$ cat src/rtl/sha2_round_unit_if.sv
// ---------------------------------------------------------------------------
// sha2_round_unit_if
//
// Bundle of every datapath-facing signal of the SHA-2 round unit, so the unit
// can be dropped into a Versat slot with a single port.
//
// Parameters
//   WORD_W   word width (32 = SHA-224/256, 64 = SHA-384/512)
//   DELAY_W  width of the start-delay configuration
//   ROUND_W  width of the round-count configuration
//
// Signals (direction seen from the round unit, i.e. the slave modport)
//   running    in   accelerator running; low freezes all state
//   run        in   one-cycle start pulse, loads configuration
//   done       out  high while idle or holding a finished digest
//   busy       out  high while waiting, hashing or feeding forward
//   in0..in7   in   initial hash words H0..H7 (a..h)
//   in8        in   message word W_t
//   in9        in   round constant K_t
//   out0..out7 out  registered working state a..h
//   delay0     in   cycles to wait after run before the load cycle
//   rounds0    in   number of rounds to perform
//   feed_fwd0  in   add the saved initial hash after the last round
// ---------------------------------------------------------------------------
interface sha2_round_unit_if #(
    parameter int WORD_W  = 32,
    parameter int DELAY_W = 7,
    parameter int ROUND_W = 7
);

    logic               running;
    logic               run;
    logic               done;
    logic               busy;

    logic [WORD_W-1:0]  in0;
    logic [WORD_W-1:0]  in1;
    logic [WORD_W-1:0]  in2;
    logic [WORD_W-1:0]  in3;
    logic [WORD_W-1:0]  in4;
    logic [WORD_W-1:0]  in5;
    logic [WORD_W-1:0]  in6;
    logic [WORD_W-1:0]  in7;
    logic [WORD_W-1:0]  in8;
    logic [WORD_W-1:0]  in9;

    logic [WORD_W-1:0]  out0;
    logic [WORD_W-1:0]  out1;
    logic [WORD_W-1:0]  out2;
    logic [WORD_W-1:0]  out3;
    logic [WORD_W-1:0]  out4;
    logic [WORD_W-1:0]  out5;
    logic [WORD_W-1:0]  out6;
    logic [WORD_W-1:0]  out7;

    logic [DELAY_W-1:0] delay0;
    logic [ROUND_W-1:0] rounds0;
    logic               feed_fwd0;

    // Datapath side: supplies operands and configuration, reads the state.
    modport master (
        output running, run,
        output in0, in1, in2, in3, in4, in5, in6, in7, in8, in9,
        output delay0, rounds0, feed_fwd0,
        input  done, busy,
        input  out0, out1, out2, out3, out4, out5, out6, out7
    );

    // Round unit side.
    modport slave (
        input  running, run,
        input  in0, in1, in2, in3, in4, in5, in6, in7, in8, in9,
        input  delay0, rounds0, feed_fwd0,
        output done, busy,
        output out0, out1, out2, out3, out4, out5, out6, out7
    );

endinterface

$ cat src/rtl/sha2_round_unit.sv
// ---------------------------------------------------------------------------
// sha2_round_unit
//
// Parametrised SHA-2 compression-round unit for the Versat datapath.
// One compression round is performed per cycle on the registered working
// state a..h, using the message word W_t and round constant K_t streamed in
// by the datapath each cycle. WORD_W selects the SHA-256 (32) or SHA-512 (64)
// round functions. After the configured number of rounds the saved initial
// hash can optionally be added back (feed-forward) to produce the digest.
//
// Ports
//   clk   clock
//   rst   asynchronous, active-high reset
//   bus   sha2_round_unit_if slave modport (operands, config, state, status)
//
// Operation summary
//   run pulse  -> latch delay0/rounds0/feed_fwd0, enter WAIT (any state)
//   WAIT       -> count delay down; on the load cycle save H0..H7 and either
//                 perform round 0 on in0..in7 or copy them through
//   ROUND      -> one round per cycle until the configured count is reached
//   FEED       -> a..h += saved H0..H7
//   HOLD/IDLE  -> state held, done high, only run leaves
// ---------------------------------------------------------------------------
module sha2_round_unit #(
    parameter int WORD_W  = 32,
    parameter int DELAY_W = 7,
    parameter int ROUND_W = 7
) (
    input  logic              clk,
    input  logic              rst,
    sha2_round_unit_if.slave  bus
);

    generate
        if (WORD_W != 32 && WORD_W != 64) begin : g_bad_word_w
            $error("sha2_round_unit: WORD_W must be 32 or 64");
        end
    endgenerate

    // Big-sigma rotate amounts for the selected SHA-2 family.
    localparam int S0_R0 = (WORD_W == 64) ? 28 : 2;
    localparam int S0_R1 = (WORD_W == 64) ? 34 : 13;
    localparam int S0_R2 = (WORD_W == 64) ? 39 : 22;
    localparam int S1_R0 = (WORD_W == 64) ? 14 : 6;
    localparam int S1_R1 = (WORD_W == 64) ? 18 : 11;
    localparam int S1_R2 = (WORD_W == 64) ? 41 : 25;

    typedef enum logic [2:0] {
        S_IDLE,
        S_WAIT,
        S_ROUND,
        S_FEED,
        S_HOLD
    } state_t;

    typedef logic [WORD_W-1:0] word_t;

    state_t             state;
    word_t              st     [8];
    word_t              h_save [8];
    logic [DELAY_W-1:0] delay_cnt;
    logic [ROUND_W-1:0] round_cnt;
    logic [ROUND_W-1:0] rounds_cfg;
    logic               feed_cfg;

    word_t              in_w   [8];
    word_t              src    [8];
    word_t              nxt    [8];
    word_t              big_s0;
    word_t              big_s1;
    word_t              ch;
    word_t              maj;
    word_t              t1;
    word_t              t2;
    logic [ROUND_W-1:0] round_nxt;
    state_t             end_state;

    function automatic word_t rotr(input word_t x, input int n);
        return (x >> n) | (x << (WORD_W - n));
    endfunction

    // Round datapath. On the load cycle the round operates directly on the
    // incoming initial hash so that round 0 does not cost an extra cycle;
    // afterwards it operates on the registered working state.
    always_comb begin
        in_w[0] = bus.in0;
        in_w[1] = bus.in1;
        in_w[2] = bus.in2;
        in_w[3] = bus.in3;
        in_w[4] = bus.in4;
        in_w[5] = bus.in5;
        in_w[6] = bus.in6;
        in_w[7] = bus.in7;

        for (int i = 0; i < 8; i++) begin
            src[i] = (state == S_WAIT) ? in_w[i] : st[i];
        end

        big_s0 = rotr(src[0], S0_R0) ^ rotr(src[0], S0_R1) ^ rotr(src[0], S0_R2);
        big_s1 = rotr(src[4], S1_R0) ^ rotr(src[4], S1_R1) ^ rotr(src[4], S1_R2);
        ch     = (src[4] & src[5]) ^ (~src[4] & src[6]);
        maj    = (src[0] & src[1]) ^ (src[0] & src[2]) ^ (src[1] & src[2]);
        t1     = src[7] + big_s1 + ch + bus.in9 + bus.in8;
        t2     = big_s0 + maj;

        nxt[0] = t1 + t2;
        nxt[1] = src[0];
        nxt[2] = src[1];
        nxt[3] = src[2];
        nxt[4] = src[3] + t1;
        nxt[5] = src[4];
        nxt[6] = src[5];
        nxt[7] = src[6];
    end

    // Bookkeeping shared by the load cycle and the round cycles.
    always_comb begin
        round_nxt = round_cnt + ROUND_W'(1);
        end_state = feed_cfg ? S_FEED : S_HOLD;
    end

    // Control FSM and all state registers. run wins over everything, even
    // while the accelerator is stalled, so the datapath can always restart
    // the unit; otherwise nothing moves while running is low.
    always_ff @(posedge clk or posedge rst) begin
        if (rst) begin
            state      <= S_IDLE;
            delay_cnt  <= '0;
            round_cnt  <= '0;
            rounds_cfg <= '0;
            feed_cfg   <= 1'b0;
            for (int i = 0; i < 8; i++) begin
                st[i]     <= '0;
                h_save[i] <= '0;
            end
        end else if (bus.run) begin
            state      <= S_WAIT;
            delay_cnt  <= bus.delay0;
            rounds_cfg <= bus.rounds0;
            feed_cfg   <= bus.feed_fwd0;
            round_cnt  <= '0;
        end else if (bus.running) begin
            case (state)
                S_WAIT: begin
                    if (delay_cnt != '0) begin
                        delay_cnt <= delay_cnt - DELAY_W'(1);
                    end else begin
                        for (int i = 0; i < 8; i++) begin
                            h_save[i] <= in_w[i];
                        end
                        if (rounds_cfg != '0) begin
                            for (int i = 0; i < 8; i++) begin
                                st[i] <= nxt[i];
                            end
                            round_cnt <= ROUND_W'(1);
                            state     <= (rounds_cfg == ROUND_W'(1)) ? end_state : S_ROUND;
                        end else begin
                            // Zero rounds: pass the initial hash straight through.
                            for (int i = 0; i < 8; i++) begin
                                st[i] <= in_w[i];
                            end
                            state <= end_state;
                        end
                    end
                end

                S_ROUND: begin
                    for (int i = 0; i < 8; i++) begin
                        st[i] <= nxt[i];
                    end
                    round_cnt <= round_nxt;
                    if (round_nxt == rounds_cfg) begin
                        state <= end_state;
                    end
                end

                S_FEED: begin
                    for (int i = 0; i < 8; i++) begin
                        st[i] <= st[i] + h_save[i];
                    end
                    state <= S_HOLD;
                end

                default: begin
                    // IDLE and HOLD keep everything until the next run.
                end
            endcase
        end
    end

    assign bus.done = (state == S_IDLE) || (state == S_HOLD);
    assign bus.busy = (state == S_WAIT) || (state == S_ROUND) || (state == S_FEED);

    assign bus.out0 = st[0];
    assign bus.out1 = st[1];
    assign bus.out2 = st[2];
    assign bus.out3 = st[3];
    assign bus.out4 = st[4];
    assign bus.out5 = st[5];
    assign bus.out6 = st[6];
    assign bus.out7 = st[7];

endmodule
$ cat src/flat_wrapper.sv
// flat-port wrapper written by rule: the top's interface ports become plain ports
module sha2_round_unit_flat 
#(
    parameter int WORD_W  = 32,
    parameter int DELAY_W = 7,
    parameter int ROUND_W = 7
)
  (clk, rst, bus_running, bus_run, bus_in0, bus_in1, bus_in2, bus_in3, bus_in4, bus_in5, bus_in6, bus_in7, bus_in8, bus_in9, bus_delay0, bus_rounds0, bus_feed_fwd0, bus_done, bus_busy, bus_out0, bus_out1, bus_out2, bus_out3, bus_out4, bus_out5, bus_out6, bus_out7);
  sha2_round_unit_if #(.WORD_W(WORD_W), .DELAY_W(DELAY_W), .ROUND_W(ROUND_W)) bus_i ();
  input  logic clk;
  input  logic rst;
  input wire logic [$bits(bus_i.running)-1:0] bus_running;
  input wire logic [$bits(bus_i.run)-1:0] bus_run;
  input wire logic [$bits(bus_i.in0)-1:0] bus_in0;
  input wire logic [$bits(bus_i.in1)-1:0] bus_in1;
  input wire logic [$bits(bus_i.in2)-1:0] bus_in2;
  input wire logic [$bits(bus_i.in3)-1:0] bus_in3;
  input wire logic [$bits(bus_i.in4)-1:0] bus_in4;
  input wire logic [$bits(bus_i.in5)-1:0] bus_in5;
  input wire logic [$bits(bus_i.in6)-1:0] bus_in6;
  input wire logic [$bits(bus_i.in7)-1:0] bus_in7;
  input wire logic [$bits(bus_i.in8)-1:0] bus_in8;
  input wire logic [$bits(bus_i.in9)-1:0] bus_in9;
  input wire logic [$bits(bus_i.delay0)-1:0] bus_delay0;
  input wire logic [$bits(bus_i.rounds0)-1:0] bus_rounds0;
  input wire logic [$bits(bus_i.feed_fwd0)-1:0] bus_feed_fwd0;
  output wire logic [$bits(bus_i.done)-1:0] bus_done;
  output wire logic [$bits(bus_i.busy)-1:0] bus_busy;
  output wire logic [$bits(bus_i.out0)-1:0] bus_out0;
  output wire logic [$bits(bus_i.out1)-1:0] bus_out1;
  output wire logic [$bits(bus_i.out2)-1:0] bus_out2;
  output wire logic [$bits(bus_i.out3)-1:0] bus_out3;
  output wire logic [$bits(bus_i.out4)-1:0] bus_out4;
  output wire logic [$bits(bus_i.out5)-1:0] bus_out5;
  output wire logic [$bits(bus_i.out6)-1:0] bus_out6;
  output wire logic [$bits(bus_i.out7)-1:0] bus_out7;
  assign bus_i.running = bus_running;
  assign bus_i.run = bus_run;
  assign bus_i.in0 = bus_in0;
  assign bus_i.in1 = bus_in1;
  assign bus_i.in2 = bus_in2;
  assign bus_i.in3 = bus_in3;
  assign bus_i.in4 = bus_in4;
  assign bus_i.in5 = bus_in5;
  assign bus_i.in6 = bus_in6;
  assign bus_i.in7 = bus_in7;
  assign bus_i.in8 = bus_in8;
  assign bus_i.in9 = bus_in9;
  assign bus_i.delay0 = bus_delay0;
  assign bus_i.rounds0 = bus_rounds0;
  assign bus_i.feed_fwd0 = bus_feed_fwd0;
  assign bus_done = bus_i.done;
  assign bus_busy = bus_i.busy;
  assign bus_out0 = bus_i.out0;
  assign bus_out1 = bus_i.out1;
  assign bus_out2 = bus_i.out2;
  assign bus_out3 = bus_i.out3;
  assign bus_out4 = bus_i.out4;
  assign bus_out5 = bus_i.out5;
  assign bus_out6 = bus_i.out6;
  assign bus_out7 = bus_i.out7;
  sha2_round_unit #(.WORD_W(WORD_W), .DELAY_W(DELAY_W), .ROUND_W(ROUND_W)) u_core (.clk(clk), .rst(rst), .bus(bus_i));
endmodule
$ cat config.mk
export PLATFORM = sky130hd
export DESIGN_NAME = sha2_round_unit_flat
export DESIGN_NICKNAME = d
export VERILOG_FILES = /design/src/rtl/sha2_round_unit_if.sv /design/src/rtl/sha2_round_unit.sv /design/src/flat_wrapper.sv
export SDC_FILE = /design/constraint.sdc
export NUM_CORES = 2
export LEC_CHECK = 0
export ABC_AREA = 0
export BUFFER_PORTS_ARGS = -buffer_cell sky130_fd_sc_hd__buf_4
export CORE_AREA = 8 8 410 412
export CTS_BUF_LIST = sky130_fd_sc_hd__clkbuf_16
export DETAILED_ROUTE_END_ITERATION = 6
export DIE_AREA = 0 0 418 420
export SLEW_MARGIN = 20
export SYNTH_ARGS = -nofsm -noshare
export SYNTH_HDL_FRONTEND = slang
export SYNTH_SLANG_ARGS = --single-unit
export TNS_END_PERCENT = 30
$ cat constraint.sdc
create_clock -name clk -period 18.4 [get_ports clk]
set_input_delay 2.76 -clock clk [delete_from_list [all_inputs] [get_ports clk]]
set_output_delay 2.76 -clock clk [all_outputs]
set_load 0.02 [all_outputs]
==> impl_metrics.json <==
{
  "outcome": "finished, violations left",
  "violations": "design-rule violations",
  "grt_pass1_vias": 46337,
  "cp_data_arrival_time_ns": 11.15,
  "yosysTopAreaCellShare_pct": 26.97,
  "ys_seq_area_share_pct": 26.97,
  "cp_common_cell": "inv_1",
  "yosys_warnings": 0,
  "clock_skew_ns": 0.02722,
  "postCtsHoldBufs": 0,
  "core-area_um2": 161700,
  "clkSinkCount": 537,
  "cpPeakStageDelay_ns": 0.73,
  "relSlewSlack_pct": 21.19,
  "clkTransAtPathRegs_ns": 0.06,
  "vias_per_cell": 5.531,
  "yosysUniqueCellTypes": 86,
  "antenna_found_initial": 69,
  "synth-edff-count": 0,
  "area_delta_synth_final_pct": 18.97,
  "hold_ws_ns": 0.4988,
  "start_util_pct": 30.82,
  "hold_path.class": "flip-flop to flip-flop",
  "antenna_left": 0,
  "ys_async_sr_fraction_pct": 100.0,
  "cts.path.max_buffers": 3,
  "synth_flop_cell": "dfrtp_1",
  "critPathKind": "input pin to flip-flop",
  "cts_tree": "built",
  "drc": 1,
  "maxSlewViolCount": 0,
  "rsz0062_at_grt": "no",
  "clock_latency_ns": 0.70,
  "fin_crit_ns": 10.56,
  "synth.area.top_cells": "dfrtp_1 (27%), ha_1 (8.6%), mux2_2 (6.7%)",
  "min_period_over_period_pct": 57.37,
  "nets": 7088,
  "cts.repair.resized": 0,
  "utilization_pct": 36.66,
  "syn_avg_cell_area_um2": 8.617,
  "die_area_um2": 175600,
  "pin_count": 597,
  "crit_slowest_cell": "a211oi_1",
  "synth_nets": 6592,
  "grt_pass1_wl_um": 324100,
  "avgRoutedWirePerCell_um": 26.70,
  "cp.required_ns": 18.99,
  "cts_setup_buffers": 0,
  "crit_buf_inv": 6,
  "finalHoldViolations": 0,
  "cts-buffers-inserted": 73,
  "drive_gt1_share_pct": 18.04,
  "grt_max_degree": 148,
  "clockRootBuffer": "clkbuf_16",
  "tightestPinTransition_ns": 1.152,
  "drtPass1Iterations": 7,
  "die_y_um": 420,
  "fmax_mhz": 94.73,
  "htreeDepth": 3,
  "routed_wl_um": 228600,
  "startpoint_type": "input pin",
  "grt.total_usage_pct": 24.86,
  "hpwl_um": 175700,
  "syn-cell-area_um2": 49820,
  "core.rowCount": 148,
  "dr_total_vias": 47366,
  "overflow": 0,
  "synth_area_leader_cell": "dfrtp_1",
  "gp_congestion": 0.9685,
  "syn_inst": 5782,
  "critical_path_peak_fanout": 6,
  "io_buffers": 596,
  "finalSetupViolCount": 0,
  "cp-end-kind": "flip-flop",
  "drt_iter0_drc": 4320,
  "fill_cells": 16480,
  "yosys_register_bits": 537,
  "drv_cap": 0,
  "critPathTopFamily": "compound AO/OA/AOI/OAI gates",
  "fp.dieW_um": 418,
  "finalSetupTns_ns": 0
}
[synthesized netlist by cell type (10+ instances only)]
cell and instances:
nor3_1 97, xor2_1 144, buf_1 40, and2_1 15
mux2_2 298, a221oi_1 69, nand3_1 59, nand4_1 25
dfrtp_1 537, o21a_1 51, fa_1 127, o21bai_1 46
clkbuf_1 232, a21o_1 188, or2_2 14, a211o_1 18
a41oi_1 11, a21boi_0 10, o31ai_1 28, o22ai_1 84
nor3b_1 11, a211oi_1 42, nand2_1 615, ha_1 344
maj3_1 33, o221ai_1 22, a21oi_1 515, nor2b_1 45
o211ai_1 32, or3_1 17, a31oi_1 61, a222oi_1 11
xnor2_1 299, nand2b_1 45, inv_1 315, nor2_1 385
and3_1 27, mux2i_1 266, a311oi_1 17, o21ai_0 429
[area by class of cell]
cell class / instances / area [um2] / area share (%)
Antenna cell: 62 / 155.1 / 0.2618
Clock buffer: 76 / 1902 / 3.209
Clock inverter: 47 / 302.8 / 0.5109
Inverter: 317 / 1197 / 2.020
Multi-Input combinational cell: 4651 / 34240 / 57.76
Sequential cell: 537 / 13440 / 22.68
Tap cell: 2175 / 2721 / 4.591
Timing Repair Buffer: 698 / 5315 / 8.967
[state kept, by name, indices dropped and copies added (netlist names)]
register / cells
u_core.h_save: 256
u_core.bus.out0: 32
u_core.bus.out1: 32
u_core.bus.out2: 32
u_core.bus.out3: 32
u_core.bus.out4: 32
u_core.bus.out5: 32
u_core.bus.out6: 32
u_core.bus.out7: 32
u_core.delay_cnt: 7
u_core.round_cnt: 7
u_core.rounds_cfg: 7
u_core.state: 3
u_core.feed_cfg: 1
[metrics by stage]
step | setup WS, ns | cell area [um2] | cells
finish | 7.844 | 59270 | 8563
global route | 7.370 | 59250 | 8554
CTS | 7.936 | 59120 | 8501
detailed placement | 7.270 | 56910 | 8378
floorplan | 0.6313 | 49820 | 5782
global placement | 7.252 | 56910 | 8378
[kinds of logic (layout without fill, tap and decap cells)]
family,Yosys count,in the layout,share of synthesized area (%)
AOI/OAI and AO/OA,1743,1743,21.90
xor gates and xnor gates,444,444,7.843
adders and majority gates,505,505,14.43
buffers and inverters,594,1138,4.488
DFF,537,537,26.97
muxes,566,566,12.13
other,0,62,0
and+or+nand+nor,1393,1393,12.24
[path summary, 6_finish.rpt]
check	from	to	slack, ns	depth (start not counted)
min	u_core.h_save[110]	u_core.h_save[110]	0.50	2
min in group asynchronous	rst	u_core.bus.out7[1]	2.23	2
max in group asynchronous	rst	u_core.h_save[54]	13.30	5
min reg2reg	u_core.h_save[110]	u_core.h_save[110]	0.50	2
max reg2reg	u_core.state[0]	u_core.bus.out0[31]	7.88	35
max	bus_in4[7]	u_core.bus.out0[31]	7.84	32
[metal layers]
metal	GRT usage, %	vias to the layer above	wire, um
li1	-	21848	-
met1	28.54	23124	86770
met2	40.51	1870	107700
met3	4.614	514	14810
met4	20.06	10	19240
met5	0	-	57
[cell usage in the layout, fill, tap and decap left out, types with 18 or more instances in the layout]
cell type  count
o221ai_1      22
o21bai_1      46
o211ai_1      32
o22ai_1       84
and3_1        27
a211o_1       18
nand3_1       58
maj3_1        33
o21a_1        51
o31ai_1       28
a211oi_1      42
xor2_1       144
a221oi_1      69
xnor2_1      299
dfrtp_1      536
nor2_1       382
nand2_1      612
ha_1         344
nor2b_1       44
a31oi_1       61
fa_1         127
nand2b_1      44
nand4_1       25
a21oi_1      515
mux2_2       298
mux2i_1      266
nor3_1        96
a21o_1       188
clkbuf_16     76
diode_2       62
inv_1        329
o21ai_0      429
buf_4        692
[worst min-delay path, stage by stage (launching register included)]
cell	delay (ns)
dfrtp_1	0.35
nand2_1	0.05
o21ai_0	0.06
Power is left out: the tool's default activity adds up to more than one toggle a clock period on the data nets, which glitch-free logic cannot reach.
